`src/rtl/proc_isa_pkg.sv`:
```
// ISA constants shared by the multi-cycle sequencer and its decoder:
// opcodes, field positions, FSM state codes and datapath mux encodings.
package proc_isa_pkg;

    localparam logic [3:0] OP_ALU_R  = 4'b0000;
    localparam logic [3:0] OP_CMP_R  = 4'b0010;
    localparam logic [3:0] OP_SW     = 4'b0101;
    localparam logic [3:0] OP_BRANCH = 4'b0110;
    localparam logic [3:0] OP_ALU_I  = 4'b1000;
    localparam logic [3:0] OP_LW     = 4'b1001;
    localparam logic [3:0] OP_CMP_I  = 4'b1010;
    localparam logic [3:0] OP_JAL    = 4'b1011;

    localparam int OPC_LSB = 0;
    localparam int OPC_MSB = 3;
    localparam int FN_LSB  = 4;
    localparam int FN_MSB  = 7;
    localparam int IMM_LSB = 8;
    localparam int IMM_MSB = 23;
    localparam int RS2_LSB = 20;
    localparam int RS2_MSB = 23;
    localparam int RS1_LSB = 24;
    localparam int RS1_MSB = 27;
    localparam int RD_LSB  = 28;
    localparam int RD_MSB  = 31;

    localparam logic [2:0] ST_FETCH  = 3'd0;
    localparam logic [2:0] ST_DECODE = 3'd1;
    localparam logic [2:0] ST_EXEC   = 3'd2;
    localparam logic [2:0] ST_MEM    = 3'd3;
    localparam logic [2:0] ST_WB     = 3'd4;
    localparam logic [2:0] ST_TRAP   = 3'd5;

    localparam logic [1:0] PC_SRC_PLUS4  = 2'd0;
    localparam logic [1:0] PC_SRC_BRANCH = 2'd1;
    localparam logic [1:0] PC_SRC_ALU    = 2'd2;

    localparam logic [1:0] WB_SEL_ALU = 2'd0;
    localparam logic [1:0] WB_SEL_MDR = 2'd1;
    localparam logic [1:0] WB_SEL_PC4 = 2'd2;

    typedef enum logic [2:0] {
        CL_ALU,
        CL_CMP,
        CL_LW,
        CL_SW,
        CL_BRANCH,
        CL_JAL,
        CL_ILLEGAL
    } instr_class_t;

endpackage

```
`src/rtl/mc_proc_sequencer_if.sv`:
```
// Shared instruction/data memory port with a ready handshake.
interface mc_proc_sequencer_if;

    logic        mem_req;
    logic        mem_we;
    logic        mem_addr_sel;
    logic [31:0] mem_rdata;
    logic        mem_ready;

    modport master (
        output mem_req,
        output mem_we,
        output mem_addr_sel,
        input  mem_rdata,
        input  mem_ready
    );

    modport slave (
        input  mem_req,
        input  mem_we,
        input  mem_addr_sel,
        output mem_rdata,
        output mem_ready
    );

endinterface

```
`src/rtl/proc_decode.sv`:
```
// Combinational instruction decoder: IR to instruction class, ALU controls
// and register-file indices.
module proc_decode
    import proc_isa_pkg::*;
(
    input  logic [31:0]  ir,
    output instr_class_t iclass,
    output logic [4:0]   alu_fn,
    output logic         alu_src2_sel,
    output logic [3:0]   rd_index0,
    output logic [3:0]   rd_index1,
    output logic [3:0]   wrt_index,
    output logic [15:0]  imm
);

    logic [3:0] fn;

    assign fn        = ir[FN_MSB:FN_LSB];
    assign wrt_index = ir[RD_MSB:RD_LSB];
    assign imm       = ir[IMM_MSB:IMM_LSB];

    always_comb begin
        iclass       = CL_ILLEGAL;
        alu_fn       = {1'b0, fn};
        alu_src2_sel = 1'b0;
        rd_index0    = ir[RS1_MSB:RS1_LSB];
        rd_index1    = ir[RS2_MSB:RS2_LSB];
        case (ir[OPC_MSB:OPC_LSB])
            OP_ALU_R: iclass = CL_ALU;
            OP_ALU_I: begin
                iclass       = CL_ALU;
                alu_src2_sel = 1'b1;
            end
            OP_CMP_R: begin
                iclass = CL_CMP;
                alu_fn = {1'b1, fn};
            end
            OP_CMP_I: begin
                iclass       = CL_CMP;
                alu_fn       = {1'b1, fn};
                alu_src2_sel = 1'b1;
            end
            OP_LW: begin
                iclass       = CL_LW;
                alu_src2_sel = 1'b1;
            end
            // SW and BRANCH read the rd and rs1 slots (store data / compare operands)
            OP_SW: begin
                iclass       = CL_SW;
                alu_src2_sel = 1'b1;
                rd_index0    = ir[RD_MSB:RD_LSB];
                rd_index1    = ir[RS1_MSB:RS1_LSB];
            end
            OP_BRANCH: begin
                iclass       = CL_BRANCH;
                alu_fn       = {1'b1, fn};
                alu_src2_sel = 1'b1;
                rd_index0    = ir[RD_MSB:RD_LSB];
                rd_index1    = ir[RS1_MSB:RS1_LSB];
            end
            OP_JAL: begin
                iclass       = CL_JAL;
                alu_src2_sel = 1'b1;
            end
            default: iclass = CL_ILLEGAL;
        endcase
    end

endmodule

```
`src/rtl/mc_proc_sequencer.sv`:
```
// Multi-cycle control sequencer owning IR, MDR, the retire counter and the FSM.
// Build option SEQ_ILLEGAL_TRAP_EN: illegal opcodes enter a sticky TRAP state instead of a NOP.
module mc_proc_sequencer
    import proc_isa_pkg::*;
#(
    parameter logic RESET_PC_SEL = 1'b0
) (
    input  logic                       clk,
    input  logic                       rst_n,
    mc_proc_sequencer_if.master        mem,
    input  logic                       aluCompTrue,
    output logic                       pcWrtEn,
    output logic [1:0]                 pcSrc,
    output logic                       pc_rst_sel,
    output logic [4:0]                 aluFn,
    output logic                       aluSrc2Sel,
    output logic [3:0]                 rdIndex0,
    output logic [3:0]                 rdIndex1,
    output logic [3:0]                 wrtIndex,
    output logic [15:0]                imm,
    output logic                       regFileWrtEn,
    output logic [1:0]                 regFileWrtSel,
    output logic [31:0]                mdr,
    output logic                       retire,
    output logic [31:0]                instret,
    output logic                       trap
);

    logic [2:0]   state;
    logic [2:0]   state_next;
    logic [31:0]  ir;
    logic         req_int;
    instr_class_t iclass;

    proc_decode u_decode (
        .ir           (ir),
        .iclass       (iclass),
        .alu_fn       (aluFn),
        .alu_src2_sel (aluSrc2Sel),
        .rd_index0    (rdIndex0),
        .rd_index1    (rdIndex1),
        .wrt_index    (wrtIndex),
        .imm          (imm)
    );

    assign pc_rst_sel = RESET_PC_SEL;
    // Reset lands in FETCH, so the request is gated to drop during reset without waiting for a clock
    assign mem.mem_req = req_int & rst_n;

    always_comb begin
        state_next       = state;
        req_int          = 1'b0;
        mem.mem_we       = 1'b0;
        mem.mem_addr_sel = 1'b0;
        pcWrtEn          = 1'b0;
        pcSrc            = PC_SRC_PLUS4;
        regFileWrtEn     = 1'b0;
        regFileWrtSel    = WB_SEL_ALU;
        retire           = 1'b0;
        case (state)
            ST_FETCH: begin
                req_int = 1'b1;
                if (mem.mem_ready) state_next = ST_DECODE;
            end
            ST_DECODE: begin
                if (iclass == CL_ILLEGAL) begin
`ifdef SEQ_ILLEGAL_TRAP_EN
                    state_next = ST_TRAP;
`else
                    state_next = ST_WB;
`endif
                end else begin
                    state_next = ST_EXEC;
                end
            end
            ST_EXEC: begin
                case (iclass)
                    CL_LW, CL_SW: state_next = ST_MEM;
                    CL_BRANCH: begin
                        pcWrtEn    = 1'b1;
                        pcSrc      = aluCompTrue ? PC_SRC_BRANCH : PC_SRC_PLUS4;
                        retire     = 1'b1;
                        state_next = ST_FETCH;
                    end
                    default: state_next = ST_WB;
                endcase
            end
            ST_MEM: begin
                req_int          = 1'b1;
                mem.mem_addr_sel = 1'b1;
                mem.mem_we       = (iclass == CL_SW);
                if (mem.mem_ready) begin
                    if (iclass == CL_SW) begin
                        pcWrtEn    = 1'b1;
                        retire     = 1'b1;
                        state_next = ST_FETCH;
                    end else begin
                        state_next = ST_WB;
                    end
                end
            end
            ST_WB: begin
                regFileWrtEn = (iclass != CL_ILLEGAL);
                pcWrtEn      = 1'b1;
                retire       = 1'b1;
                state_next   = ST_FETCH;
                case (iclass)
                    CL_LW:  regFileWrtSel = WB_SEL_MDR;
                    CL_JAL: begin
                        regFileWrtSel = WB_SEL_PC4;
                        pcSrc         = PC_SRC_ALU;
                    end
                    default: regFileWrtSel = WB_SEL_ALU;
                endcase
            end
            ST_TRAP: state_next = ST_TRAP;
            default: state_next = ST_FETCH;
        endcase
    end

    always_ff @(posedge clk or negedge rst_n) begin
        if (!rst_n) begin
            state   <= ST_FETCH;
            ir      <= '0;
            mdr     <= '0;
            instret <= '0;
        end else begin
            state <= state_next;
            if (state == ST_FETCH && mem.mem_ready) ir <= mem.mem_rdata;
            if (state == ST_MEM && mem.mem_ready && iclass == CL_LW) mdr <= mem.mem_rdata;
            if (retire) instret <= instret + 32'd1;
        end
    end

`ifdef SEQ_ILLEGAL_TRAP_EN
    logic trap_q;

    always_ff @(posedge clk or negedge rst_n) begin
        if (!rst_n) trap_q <= 1'b0;
        else if (state_next == ST_TRAP) trap_q <= 1'b1;
    end

    assign trap = trap_q;
`else
    assign trap = 1'b0;
`endif

endmodule

```
`src/flat_wrapper.sv`:
```
// flat-port wrapper written by rule: the top's interface ports become plain ports
module mc_proc_sequencer_flat import proc_isa_pkg::*;
#(
    parameter logic RESET_PC_SEL = 1'b0
)
  (clk, rst_n, aluCompTrue, pcWrtEn, pcSrc, pc_rst_sel, aluFn, aluSrc2Sel, rdIndex0, rdIndex1, wrtIndex, imm, regFileWrtEn, regFileWrtSel, mdr, retire, instret, trap, mem_mem_req, mem_mem_we, mem_mem_addr_sel, mem_mem_rdata, mem_mem_ready);
  mc_proc_sequencer_if mem_i ();
  input  logic clk;
  input  logic rst_n;
  input  logic aluCompTrue;
  output logic pcWrtEn;
  output logic [1:0] pcSrc;
  output logic pc_rst_sel;
  output logic [4:0] aluFn;
  output logic aluSrc2Sel;
  output logic [3:0] rdIndex0;
  output logic [3:0] rdIndex1;
  output logic [3:0] wrtIndex;
  output logic [15:0] imm;
  output logic regFileWrtEn;
  output logic [1:0] regFileWrtSel;
  output logic [31:0] mdr;
  output logic retire;
  output logic [31:0] instret;
  output logic trap;
  output wire logic [$bits(mem_i.mem_req)-1:0] mem_mem_req;
  output wire logic [$bits(mem_i.mem_we)-1:0] mem_mem_we;
  output wire logic [$bits(mem_i.mem_addr_sel)-1:0] mem_mem_addr_sel;
  input wire logic [$bits(mem_i.mem_rdata)-1:0] mem_mem_rdata;
  input wire logic [$bits(mem_i.mem_ready)-1:0] mem_mem_ready;
  assign mem_mem_req = mem_i.mem_req;
  assign mem_mem_we = mem_i.mem_we;
  assign mem_mem_addr_sel = mem_i.mem_addr_sel;
  assign mem_i.mem_rdata = mem_mem_rdata;
  assign mem_i.mem_ready = mem_mem_ready;
  mc_proc_sequencer #(.RESET_PC_SEL(RESET_PC_SEL)) u_core (.clk(clk), .rst_n(rst_n), .mem(mem_i), .aluCompTrue(aluCompTrue), .pcWrtEn(pcWrtEn), .pcSrc(pcSrc), .pc_rst_sel(pc_rst_sel), .aluFn(aluFn), .aluSrc2Sel(aluSrc2Sel), .rdIndex0(rdIndex0), .rdIndex1(rdIndex1), .wrtIndex(wrtIndex), .imm(imm), .regFileWrtEn(regFileWrtEn), .regFileWrtSel(regFileWrtSel), .mdr(mdr), .retire(retire), .instret(instret), .trap(trap));
endmodule
```
`config.mk`:
```
export PLATFORM = sky130hd
export DESIGN_NAME = mc_proc_sequencer_flat
export DESIGN_NICKNAME = d
export VERILOG_FILES = /design/src/rtl/proc_isa_pkg.sv /design/src/rtl/mc_proc_sequencer_if.sv /design/src/rtl/proc_decode.sv /design/src/rtl/mc_proc_sequencer.sv /design/src/flat_wrapper.sv
export SDC_FILE = /design/constraint.sdc
export NUM_CORES = 1
export LEC_CHECK = 0
export CORE_UTILIZATION = 48
export CTS_CLUSTER_DIAMETER = 120
export DETAILED_ROUTE_END_ITERATION = 10
export PLACE_DENSITY = 0.8
export SLEW_MARGIN = 5
export SYNTH_ARGS = -nofsm -noshare
export SYNTH_HDL_FRONTEND = slang
export SYNTH_SLANG_ARGS = --single-unit
```
`constraint.sdc`:
```
create_clock -name clk -period 2.1 [get_ports clk]
set_input_delay 0.42 -clock clk [delete_from_list [all_inputs] [get_ports clk]]
set_output_delay 0.42 -clock clk [all_outputs]
set_load 0.02 [all_outputs]
```
==> reports/metrics.csv, run 1 <==
metric;value;unit
result of the run;finished, violations left;
violated checks;setup timing;
Max-slew headroom;51.9;%
Initial Util;50.3;%
via count;3582;
gr usage total;22.8;%
Setup Viol. Count Final;8;
Final Hold Vio Count;0;
# rows;36;
cell area after technology mapping;4980;um^2
CP Class;flop to output pin;
Ant. Diodes;0;
first-pass GRT wire length;19400;um
CP peak stage delay;0.47;ns
number of violations reported at the end of detailed-routing iteration 0;90;
WP data arrival;1.71;ns
highest achievable clock rate;0.469;GHz
DIE AREA;10800;um^2
IO Port Bufs;143;
clock period minus worst slack;2.13;ns
total congestion overflow after global routing;0;
count of nets left with antenna violations after detail routing;0;
Worst Path Buf+Inv;1;
Avg Inst Size Synth;13.3;um^2
slowest cell on the critical path;dfrtp_2;
primary flip-flop cell chosen by synthesis mapping;dfrtp_1;
Data required, critical path;1.68;ns
Layout Cells excl Fill;660;
number of instances in the synthesized netlist;375;
fin. max-slew vios;0;
vias in the first global route;3611;
ordered cell list for the critical path;nand2b_4, a21o_4, mux2_4, buf_6;
clock slew seen by the registers of the worst setup and hold paths;0.10;ns
number of filler cells placed in the layout;676;
number of synthesized flops with an enable pin;0;
number of ports placed on the die boundary;146;
total wire length;12000;um
worst slew pin tran;0.721;ns
Cell Count Post-Placement;638;
number of hold-repair buffers added at the cts stage;0;
sequential element share of the synthesized area;49.7;%
worst-case clock buffer depth;2;
area growth from synthesis to final layout;41.1;%
Nets;559;
terminus of the critical flop-to-flop path;u_core.instret[20];
width of the die;104;um
synth unique cells;43;
detailed-route wire length per cell;18.1;um
placeable core region;9910;um^2
CP Max Fanout;5;
RSZ-0062 raised after global routing;true;
clock sink total;99;
Detailed Place HPWL;8030;um
fraction of final layout cells sized beyond drive strength 1;36.4;%
final worst slack;-0.0342;ns
Final period util;102;%
cell area power density;1470;nW/um^2
buffer type at the clock tree root;clkbuf_8;
CP endpoint kind;output pin;
crit-path leading delay family;flip-flops;
library cell occupying the most area in the post-synthesis netlist;dfrtp_1;
static power due to leakage;0.00280;uW
number of clock buffers inserted by TritonCTS;9;
clock tree from TritonCTS;built;
worst hold-check path type;primary input to async pin;
share of synthesized registers carrying an async set or reset;100;%
DR pass1 iterations;4;
warning count from the yosys run;0;
antenna violations before repair;0;
cells taking the most area after synthesis;dfrtp_1 (50%), mux2_2 (17%), a2111oi_2 (5.1%), xor2_1 (5.1%), buf_4 (4.1%);
last weighted congestion value of the routability-driven placer;0.868;
maximum number of pins on one net before global-route repair;100;
Yosys top cell area share;49.7;%
chip height;104;um
Critical R2R Launch;u_core.state[2];
DR vias/cell;5.43;
Synth Register Bits;99;
Max Cap Violations;0;
Remaining DRCs;0;
critical path startpoint category;flop;
setup total negative slack;-0.186;ns
final worst clock skew;0.0112;ns
maximum ir drop on the vdd rail;1.02;mV
CTS H-tree lvls;3;
Worst R2R Setup Slack;0.08;ns
number of cells traversed by the worst register-to-register path;5;
clock insertion delay at the later pin of the skew report;0.37;ns
-- kinds of logic (layout without fill, tap and decap cells) --
| group | after synthesis | count (layout) | synth area share, % |
|---|---|---|---|
| buf+inv | 53 | 203 | 7.13 |
| flops | 99 | 99 | 49.7 |
| mux | 73 | 73 | 16.5 |
| other cells | 1 | 2 | 0.0753 |
| simple gates | 70 | 70 | 8.92 |
| xor+xnor | 32 | 32 | 5.63 |
| compound gates | 46 | 47 | 11.8 |
| fa+ha+maj | 1 | 1 | 0.251 |
-- through the flow --
stage / setup WS, ns / power, uW / cell area [um^2] / util, % / hold slack (ns)
2_1_floorplan: 0.0492 / 6450 / 4980 / - / 0.124
3_3_place_gp: -0.153 / 8310 / 6530 / 65.9 / 0.458
3_5_place_dp: -0.153 / 8450 / 6530 / 65.9 / 0.468
4_1_cts: -0.112 / 9950 / 6820 / 68.8 / 0.154
5_1_grt: -0.0789 / 10800 / 7030 / 70.9 / 0.178
6_report: -0.0342 / 10300 / 7030 / 70.9 / 0.141
-- cell usage in the layout, fill, tap and decap left out, types with 4 or more instances in the layout --
| master | n |
|---|---|
| buf_2 | 5 |
| and4_1 | 4 |
| buf_6 | 15 |
| mux2_4 | 5 |
| a21oi_1 | 6 |
| clkdlybuf4s50_1 | 122 |
| dfrtp_1 | 96 |
| inv_1 | 8 |
| a2111oi_4 | 14 |
| buf_4 | 30 |
| a211oi_1 | 6 |
| xor2_1 | 29 |
| mux2_2 | 68 |
| clkbuf_8 | 9 |
| a2111oi_2 | 9 |
| nand2_1 | 15 |
| nand2b_4 | 4 |
| nand3_1 | 12 |
| nand4_1 | 7 |
-- sequential cells by signal (all words and copies together) (netlist names) --
register        count
u_core.instret     32
u_core.ir          32
u_core.mdr         32
u_core.state        3
-- area by class of cell --
class,count,area [um^2],share of cell area (%)
tap,133,166,2.37
clock buffer,9,124,1.76
timing repair buffer,179,1740,24.7
clock inverter,7,98.8,1.41
sequential,99,2480,35.3
inverter,8,30.0,0.427
multi-input combinational,225,2390,34.0
-- repair_timing --
action                                  4_1_cts  5_1_grt
gates resized for setup                      88       47
buffers inserted                              3        2
pin swaps                                     3        7
gates cloned                                  1        0
endpoints found under the setup margin       22       40
-- synthesized netlist by cell type, types with 3 or more instances --
master,instances
a2111oi_4,6
a211oi_1,6
nand4_1,7
mux2_2,73
and3_1,3
nand2b_1,5
and4_1,4
a2111oi_2,17
buf_2,11
dfrtp_1,99
buf_4,27
inv_1,8
a21oi_1,6
xor2_1,29
and2_1,3
nand3_1,12
nor3_1,4
nor2b_1,3
clkbuf_1,3
o21ai_0,3
xnor2_1,3
nand2_1,16
-- layer usage --
layer	vias to the layer above	GRT usage, %	share of wire, %	wire length, um
li1	1626	-	-	-
met5	-	0	0	0
met2	140	36.5	48	5750
met3	22	3.95	5.0	599
met1	1794	31.0	45	5350
met4	0	8.67	2.3	275
-- worst max-delay path by stage --
stage,from,to,slack (ns),cells after the start
3_5_place_dp,mem_mem_ready,retire,-0.15,4
3_3_place_gp,mem_mem_ready,pcWrtEn,-0.15,4
6_report,u_core.ir[1],rdIndex1[2],-0.03,4
5_1_grt,u_core.ir[1],rdIndex1[1],-0.08,4
4_1_cts,u_core.ir[0],rdIndex0[3],-0.11,5
2_1_floorplan,u_core.ir[3],retire,0.05,5
-- report_power, final --
group	total (uW)	switching, uW	internal, uW	leakage, uW
Sequential	3180	606	2580	0.00117
Combinational	5760	2970	2790	0.00152
Clock	1360	682	682	0.000111
Note: power is estimated with default switching activity, not from simulation.
==> inputs of run 2 (changes only) <==
Settings changed: CAP_MARGIN set to 20.
==> results of run 2 <==
Final layout, timing and power as in run 1 (identical DEF).
